==> src/rtl/board_mem_arbiter.sv <==
// Board-memory port arbiter: stone writes win outright, scanner reads share the port round-robin,
// and read data is routed back to its scanner through a tag pipeline matched to memory latency.
module board_mem_arbiter #(
    parameter int N_REQ      = 4,
    parameter int COORD_W    = 5,
    parameter int DATA_W     = 2,
    parameter int MEM_LAT    = 1,
    parameter int BOARD_SIZE = 19,
    parameter logic [DATA_W-1:0] OFFBOARD = '1
) (
    input  logic                       clk,
    input  logic                       reset,
    input  logic [N_REQ-1:0]           rd_req,
    input  logic [N_REQ*COORD_W-1:0]   rd_x,
    input  logic [N_REQ*COORD_W-1:0]   rd_y,
    output logic [N_REQ-1:0]           rd_gnt,
    output logic [N_REQ-1:0]           rd_valid,
    output logic [DATA_W-1:0]          rd_data,
    input  logic                       wr_req,
    input  logic [COORD_W-1:0]         wr_x,
    input  logic [COORD_W-1:0]         wr_y,
    input  logic [DATA_W-1:0]          wr_data,
    output logic                       wr_ack,
    output logic                       mem_read,
    output logic                       mem_write,
    output logic [COORD_W-1:0]         mem_x,
    output logic [COORD_W-1:0]         mem_y,
    output logic [DATA_W-1:0]          mem_din,
    input  logic [DATA_W-1:0]          mem_dout
);

    localparam int IDX_W = (N_REQ > 1) ? $clog2(N_REQ) : 1;
    localparam logic [COORD_W-1:0] BOARD_LIM = COORD_W'(BOARD_SIZE);

    // Handshake: a request is sampled every cycle it is high; the grant (or wr_ack) pulses one
    // cycle later together with the memory strobe, and rd_valid follows rd_gnt by MEM_LAT cycles.

    logic [IDX_W-1:0]   ptr;
    logic               sel_found;
    logic [IDX_W-1:0]   sel_idx;
    logic [IDX_W-1:0]   ptr_nxt;
    logic [COORD_W-1:0] sel_x;
    logic [COORD_W-1:0] sel_y;
    logic               rd_on_board;
    logic               wr_on_board;

    logic [MEM_LAT:0]   tag_v;
    logic [MEM_LAT:0]   tag_off;
    logic [IDX_W-1:0]   tag_idx [0:MEM_LAT];

    // Round-robin search: first requester at or after ptr, wrapping modulo N_REQ.
    always_comb begin
        sel_found = 1'b0;
        sel_idx   = '0;
        for (int k = 0; k < N_REQ; k++) begin
            if (!sel_found && rd_req[(int'(ptr) + k) % N_REQ]) begin
                sel_found = 1'b1;
                sel_idx   = IDX_W'((int'(ptr) + k) % N_REQ);
            end
        end
    end

    always_comb begin
        sel_x       = rd_x[int'(sel_idx)*COORD_W +: COORD_W];
        sel_y       = rd_y[int'(sel_idx)*COORD_W +: COORD_W];
        rd_on_board = (sel_x < BOARD_LIM) && (sel_y < BOARD_LIM);
        wr_on_board = (wr_x < BOARD_LIM) && (wr_y < BOARD_LIM);
        ptr_nxt     = (int'(sel_idx) == N_REQ - 1) ? '0 : sel_idx + 1'b1;
    end

    // Issue stage: one memory access per clock, write before read.
    always_ff @(posedge clk) begin
        if (reset) begin
            ptr       <= '0;
            rd_gnt    <= '0;
            wr_ack    <= 1'b0;
            mem_read  <= 1'b0;
            mem_write <= 1'b0;
            mem_x     <= '0;
            mem_y     <= '0;
            mem_din   <= '0;
        end else begin
            rd_gnt    <= '0;
            wr_ack    <= 1'b0;
            mem_read  <= 1'b0;
            mem_write <= 1'b0;
            if (wr_req) begin
                wr_ack <= 1'b1;
                if (wr_on_board) begin
                    mem_write <= 1'b1;
                    mem_x     <= wr_x;
                    mem_y     <= wr_y;
                    mem_din   <= wr_data;
                end
            end else if (sel_found) begin
                rd_gnt <= N_REQ'(1) << sel_idx;
                ptr    <= ptr_nxt;
                if (rd_on_board) begin
                    mem_read <= 1'b1;
                    mem_x    <= sel_x;
                    mem_y    <= sel_y;
                end
            end
        end
    end

    // Tag pipeline: stage 0 lines up with rd_gnt, stage MEM_LAT with mem_dout.
    always_ff @(posedge clk) begin
        if (reset) begin
            tag_v   <= '0;
            tag_off <= '0;
            for (int s = 0; s <= MEM_LAT; s++) begin
                tag_idx[s] <= '0;
            end
        end else begin
            tag_v[0]   <= !wr_req && sel_found;
            tag_off[0] <= !rd_on_board;
            tag_idx[0] <= sel_idx;
            for (int s = 1; s <= MEM_LAT; s++) begin
                tag_v[s]   <= tag_v[s-1];
                tag_off[s] <= tag_off[s-1];
                tag_idx[s] <= tag_idx[s-1];
            end
        end
    end

    assign rd_valid = tag_v[MEM_LAT] ? (N_REQ'(1) << tag_idx[MEM_LAT]) : '0;
    assign rd_data  = !tag_v[MEM_LAT] ? '0 : (tag_off[MEM_LAT] ? OFFBOARD : mem_dout);

endmodule
==> config.mk <==
export PLATFORM = sky130hd
export DESIGN_NAME = board_mem_arbiter
export DESIGN_NICKNAME = d
export VERILOG_FILES = /design/src/rtl/board_mem_arbiter.sv
export SDC_FILE = /design/constraint.sdc
export NUM_CORES = 1
export LEC_CHECK = 0
export BUFFER_PORTS_ARGS = -buffer_cell sky130_fd_sc_hd__buf_2
export CORE_AREA = 2 2 77 79
export DETAILED_ROUTE_END_ITERATION = 16
export DIE_AREA = 0 0 79 81
export PLACE_DENSITY = 0.59
export SYNTH_ARGS = -nofsm -noshare
export SYNTH_HDL_FRONTEND = slang
export SYNTH_SLANG_ARGS = --single-unit
==> constraint.sdc <==
create_clock -name clk -period 7.19 [get_ports clk]
set_input_delay 0.3595 -clock clk [delete_from_list [all_inputs] [get_ports clk]]
set_output_delay 0.3595 -clock clk [all_outputs]
set_load 0.01 [all_outputs]
==> results of run 1 <==
[cells in the mapped netlist, types with 2 or more instances]
| cell type | number |
|---|---|
| nor2b_1 | 6 |
| a21oi_1 | 12 |
| a211oi_2 | 10 |
| nor4_1 | 3 |
| o21ai_1 | 2 |
| nand4_1 | 2 |
| nor3_1 | 3 |
| dfxtp_1 | 29 |
| mux4_2 | 6 |
| nand2_1 | 7 |
| mux4_1 | 2 |
| and2_1 | 2 |
| mux2i_1 | 15 |
| a211oi_1 | 3 |
| inv_1 | 5 |
| o21a_1 | 2 |
| clkbuf_8 | 4 |
| o21ai_0 | 4 |
| nand2b_1 | 2 |
| buf_6 | 4 |
| nor2_1 | 8 |
[per-layer routing]
layer / vias up / wire length, um / global-route usage [%]
li1: 724 / - / -
met1: 626 / 1740 / 15.9
met2: 62 / 2050 / 23.0
met3: 8 / 289 / 4.00
met4: 2 / 61 / 4.14
met5: - / 12 / 0
[critical path: cells and delay by family, from the launching register on]
| family | cells | cell delay, ns |
|---|---|---|
| multiplexers | 1 | 0.58 |
| flip-flops | 1 | 0.36 |
| AND/OR/NAND/NOR | 3 | 0.89 |
| AO/OA/AOI/OAI | 4 | 0.91 |
[worst min-delay path by stage]
stage / from / to / slack [ns] / cells past startpoint
after floorplan: tag_idx[0][0] / tag_idx[0][2] / 0.41 / 1
after global placement: tag_idx[0][1] / tag_idx[0][3] / 0.42 / 1
after detailed placement: tag_idx[0][1] / tag_idx[0][3] / 0.42 / 1
after CTS: wr_data[1] / mem_din[1] / 0.32 / 3
after global routing: wr_data[0] / mem_din[0] / 0.36 / 3
final: wr_data[0] / mem_din[0] / 0.32 / 3
[where the power goes]
group | internal [mW] | total [mW] | switching [mW]
clock | 0.113 | 0.172 | 0.0594
sequential | 0.178 | 0.187 | 0.00881
combinational | 0.0692 | 0.145 | 0.0758
[cells by family after synthesis]
kind of cell	count (synthesis)
compound gates	38
flops	29
simple gates	42
buf+inv	14
xor+xnor	1
mux	25
[metrics by stage]
stage	utilization [%]	hold slack, ns
2_1_floorplan	-	0.414
3_3_place_gp	35.9	0.421
3_5_place_dp	35.9	0.425
4_1_cts	37.9	0.323
5_1_grt	37.9	0.359
6_report	37.9	0.324
[state kept, by name, summed over array words and instances, names as in the netlist]
register / flops
mem_din: 2
mem_read: 1
mem_write: 1
mem_x: 5
mem_y: 5
ptr: 2
rd_gnt: 4
tag_idx: 4
tag_off: 2
tag_v: 2
wr_ack: 1
[final cells by class]
class	count	area, sq um
clock inverters	1	30.0
inverters	5	18.8
fillers	596	3520
well taps	75	93.8
clock buffers	7	86.3
flip-flops and latches	29	581
repair buffers	85	425
multi-input cells	106	917
[placed cells by master (no fill, tap or decap), types with 2 or more instances in the layout]
| cell | instances |
|---|---|
| mux4_2 | 6 |
| inv_1 | 5 |
| mux4_1 | 2 |
| o21ai_0 | 4 |
| buf_2 | 85 |
| a211oi_1 | 3 |
| nor4_1 | 3 |
| dfxtp_1 | 29 |
| nor3_1 | 3 |
| nor2b_1 | 6 |
| o21ai_1 | 2 |
| clkbuf_8 | 6 |
| and2_1 | 2 |
| o21a_1 | 2 |
| nand2_1 | 7 |
| a211oi_2 | 10 |
| a21oi_1 | 12 |
| nand4_1 | 2 |
| mux2i_1 | 15 |
| nand2b_1 | 2 |
| nor2_1 | 8 |
==> flow_metrics.tcl, run 1 <==
set metrics [dict create \
    fp.dieW_um 79 \
    cts.path.max_buffers 2 \
    grt_pass1_wl_um 6560 \
    clk_latency_ns 0.27 \
    die_h_um 81 \
    leakage_nw 0.993 \
    fin_tns_setup_ns 0 \
    period_needed_ns 2.87 \
    start_util_pct 28.8 \
    synth_cell_types 39 \
    worstSetupPathType "reg2reg" \
    crit_path_frequent_cell "a211oi_2" \
    regToRegStartpoint "ptr[1]" \
    drv_slew 0 \
    grt_antenna_before_repair 1 \
    postPlaceCellArea_sq_um 2040 \
    hold_viol 0 \
    drv_cap 0 \
    drc_errors 0 \
    place_ws_ns 4.24 \
    nets 293 \
    cts_setup_buffers 0 \
    status "completed" \
    cts_buffers 5 \
    ant_nets 0 \
    r2r_setup_slack_ns 4.32 \
    fin_skew_ns 0.00356 \
    setup_slack_ns 4.32 \
    dp_hpwl_um 3410 \
    ys_ff_latch 29 \
    yosysTopAreaCellShare_pct 35.5 \
    postCtsResizedCells 0 \
    synth_top_family_by_area "multiplexers" \
    p_per_area_nw_per_um2 234 \
    syn2layout_area_growth_pct 31.5 \
    synthXorXnorAreaFrac_pct 0.535 \
    clk_pin_slew_ns 0.06 \
    critPathLaunchType "flop" \
    fin_area_sq_um 2150 \
    cp-end-kind "flop" \
    synth_nets 210 \
    drt-pass1-iter-count 4 \
    io_buffers 85 \
    boundaryPins 86 \
    synth_flop_cell "dfxtp_1" \
    crit_required_ns 7.33 \
    hold_path_class "in2reg" \
    yosys.area.top_type "dfxtp_1" \
    synth.avg_cell_area_sq_um 11.0 \
    arrival_ns 3.01 \
    dieArea_sq_um 6400 \
    synth_compound_area_share_pct 18.7 \
    finalPower_uw 504 \
    gp_congestion 0.800 \
    via_per_inst 4.62 \
    crit_end "mem_x[2]" \
    drtIter0Drc 67 \
    ff2ff_path_depth 8 \
    report.final.setup_viol 0 \
    num_vias 1422 \
    htree_levels 2 \
    irDropWorstVdd_v 0.000116 \
    cp_slowest_cell "mux4_2" \
    cts_root_buf "clkbuf_8" \
    wire_per_inst_um 13.5 \
    cpPeakStageDelay_ns 0.58 \
    synth-edff-count 0 \
    crit_fanout 11 \
    relSlewSlack_pct 58.3 \
    crit_path_cell_trace "nand2b_1 > a21oi_1 > or2_1 > mux4_2 > a211oi_2 > o31a_2 > and2_4 > a211oi_2" \
    synth-simple-area-share_pct 14.5 \
    ys_seq_area_share_pct 35.5 \
    netlist_area_sq_um 1640 \
    tightest_slew_ns 0.625 \
    rsz0062_at_grt "false" \
    fin_cells 308 \
    dp_cells 300 \
    grt_usage_pct 13.3 \
    muxShareOfSynthArea_pct 22.2 \
    cts_tree "yes" \
    synthArstFlopShare_pct 0 \
    fmax_mhz 348 \
    fin_crit_sh_pct 40.0 \
    cts.sinks 29 \
    drt-total-wl_um 4150 \
    grt_overflow_total 0 \
    ys_top_cells_by_area "dfxtp_1 35%, mux2i_1 9.2%, mux4_2 8.3%" \
    grt_max_degree 21 \
    crit_path_start "ptr[1]" \
    antenna_cells 0 \
    core-area_sq_um 5680 \
    synth_cells 149 \
    synthAdderAreaFrac_pct 0 \
    row_count 28 \
    yosys_warnings 0 \
    holdBufCountCts 0 \
    drive_above_1_share_pct 51.1 \
    grt_pass1_vias 1385 \
    r2r-end "mem_x[2]" \
]
No activity file was read; power rests on OpenSTA's default activity.
==> inputs of run 2 (changes only) <==
Clock period 7.19 ns to 2.8 ns, I/O delays scaled along.
==> run 2 against run 1 <==
Against the previous run: worst hold slack worse by 0.23 ns; core utilization down 0.24 points; power rose by 130%.
==> flow_metrics.tcl, run 2 (synthesis results as in run 1) <==
set metrics [dict create \
    r2r_setup_slack_ns 0.20 \
    reg_top3 "mem_x x5, mem_y x5" \
    crit_fanout 13 \
    rsz0062_at_grt "false" \
    cts.sinks 29 \
    nets 296 \
    grt_antenna_before_repair 0 \
    cts_buffers 5 \
    grt_max_degree 21 \
    fp.dieW_um 79 \
    syn2layout_area_growth_pct 30.7 \
    antenna_cells 0 \
    fin_skew_ns 0.00454 \
    clk_latency_ns 0.28 \
    hp-start "wr_data[1]" \
    setup_slack_ns 0.198 \
    critPathLaunchType "flop" \
    crit_required_ns 3.00 \
    die_h_um 81 \
    irDropWorstVdd_v 0.000222 \
    dp_hpwl_um 3510 \
    drv_slew 0 \
    regToRegStartpoint "ptr[0]" \
    worstSetupPathType "reg2reg" \
    cts_root_buf "clkbuf_8" \
    relSlewSlack_pct 58.1 \
    fin_crit_sh_pct 92.9 \
    via_per_inst 4.67 \
    mostFrequentLayoutCells "85 x buf_2, 29 x dfxtp_1, 15 x mux2i_1, 11 x a21oi_1, 10 x a211oi_2" \
    wire_per_inst_um 13.5 \
    clk_pin_slew_ns 0.06 \
    grt_overflow_total 0 \
    cp-end-kind "flop" \
    ff2ff_path_depth 9 \
    layout_commonest_cell "buf_2" \
    hold_path_class "in2reg" \
    drt-pass1-iter-count 6 \
    grt_pass1_vias 1415 \
    postPlaceCellArea_sq_um 2060 \
    row_count 28 \
    r2r-end "mem_y[1]" \
    drc_errors 0 \
    start_util_pct 28.8 \
    place_ws_ns -0.0437 \
    fin_area_sq_um 2140 \
    whs_endpoint "mem_din[1]" \
    dieArea_sq_um 6400 \
    core-area_sq_um 5680 \
    cts_tree "yes" \
    cts.path.max_buffers 2 \
    grt_usage_pct 13.4 \
    p_per_area_nw_per_um2 546 \
    gp_congestion 0.817 \
    fmax_mhz 384 \
    arrival_ns 2.80 \
    drive_above_1_share_pct 52.6 \
    htree_levels 2 \
    drtIter0Drc 36 \
    num_vias 1442 \
    finalPower_mw 1.17 \
    status "completed" \
    drv_cap 0 \
    hold_viol 0 \
    n_fill_cell 607 \
    ant_nets 0 \
    io_buffers 85 \
    report.final.setup_viol 0 \
    leakage_nw 0.990 \
    grt_pass1_wl_um 6490 \
    min_path_cells 3 \
    boundaryPins 86 \
    period_needed_ns 2.60 \
    tightest_slew_ns 0.628 \
    drt-total-wl_um 4170 \
]
[run 2: cell count changes in the layout (fill, tap and decap cells not counted)]
cell / delta
a21oi_1: -1
a21oi_2: +1
buf_4: +3
bufinv_16: -1
clkbuf_1: -1
clkbuf_8: -1
clkinv_2: +1
or2_1: -1
or2_4: +1
[run 2: power breakdown]
group          internal [mW]  switching [mW]  leakage (nW)
Clock                  0.163           0.144        0.0399
Sequential             0.457          0.0224         0.239
Combinational          0.186           0.196         0.712
[run 2: metrics by stage]
step	setup TNS, ns	hold slack (ns)	util, %	std cells
final	0	0.0967	37.7	309
after global routing	0	0.140	37.7	309
after CTS	0	0.0904	37.6	309
after detailed placement	-0.403	0.388	36.3	303
after global placement	0	0.378	36.3	303
after floorplan	0	0.287	-	149
[run 2: repair_timing]
| action | 4_1_cts | 5_1_grt |
|---|---|---|
| buffers inserted | 0 | 0 |
| hold buffers | 0 | 0 |
| resized for setup | 1 | 1 |
| setup endpoints to repair | 10 | 1 |
[run 2: worst max-delay path by stage]
stage	endpoint	startpoint	cells after the start
after floorplan	mem_x[4]	ptr[1]	9
after global placement	mem_y[0]	ptr[1]	8
after detailed placement	mem_x[3]	ptr[1]	8
after CTS	mem_y[1]	ptr[1]	8
after global routing	mem_y[2]	ptr[1]	9
final	mem_y[1]	ptr[0]	9
[run 2: layout make-up]
class / instances / area (sq um) / area share [%]
clock inverter: 1 / 5.00 / 0.234
multi-input combinational: 106 / 923 / 43.2
sequential: 29 / 581 / 27.2
inverter: 5 / 18.8 / 0.878
timing repair buffer: 88 / 448 / 20.9
tap: 75 / 93.8 / 4.39
clock buffer: 5 / 68.8 / 3.22
[run 2: metal layers]
layer,global-route usage [%],vias to the layer above,share of wire [%]
met5,0,-,0
met4,5.69,0,1.7
met3,3.67,7,6.7
met2,24.2,61,50
met1,15.0,646,41
li1,-,728,-
[run 2: worst max-delay path, stage by stage, from the launching register on]
cell      delay [ns]
dfxtp_1         0.39
nand2b_1        0.13
a21oi_1         0.12
nor2_2          0.51
mux4_1          0.45
a211oi_2        0.28
o31a_2          0.23
buf_4           0.15
a21oi_1         0.07
a211oi_2        0.18
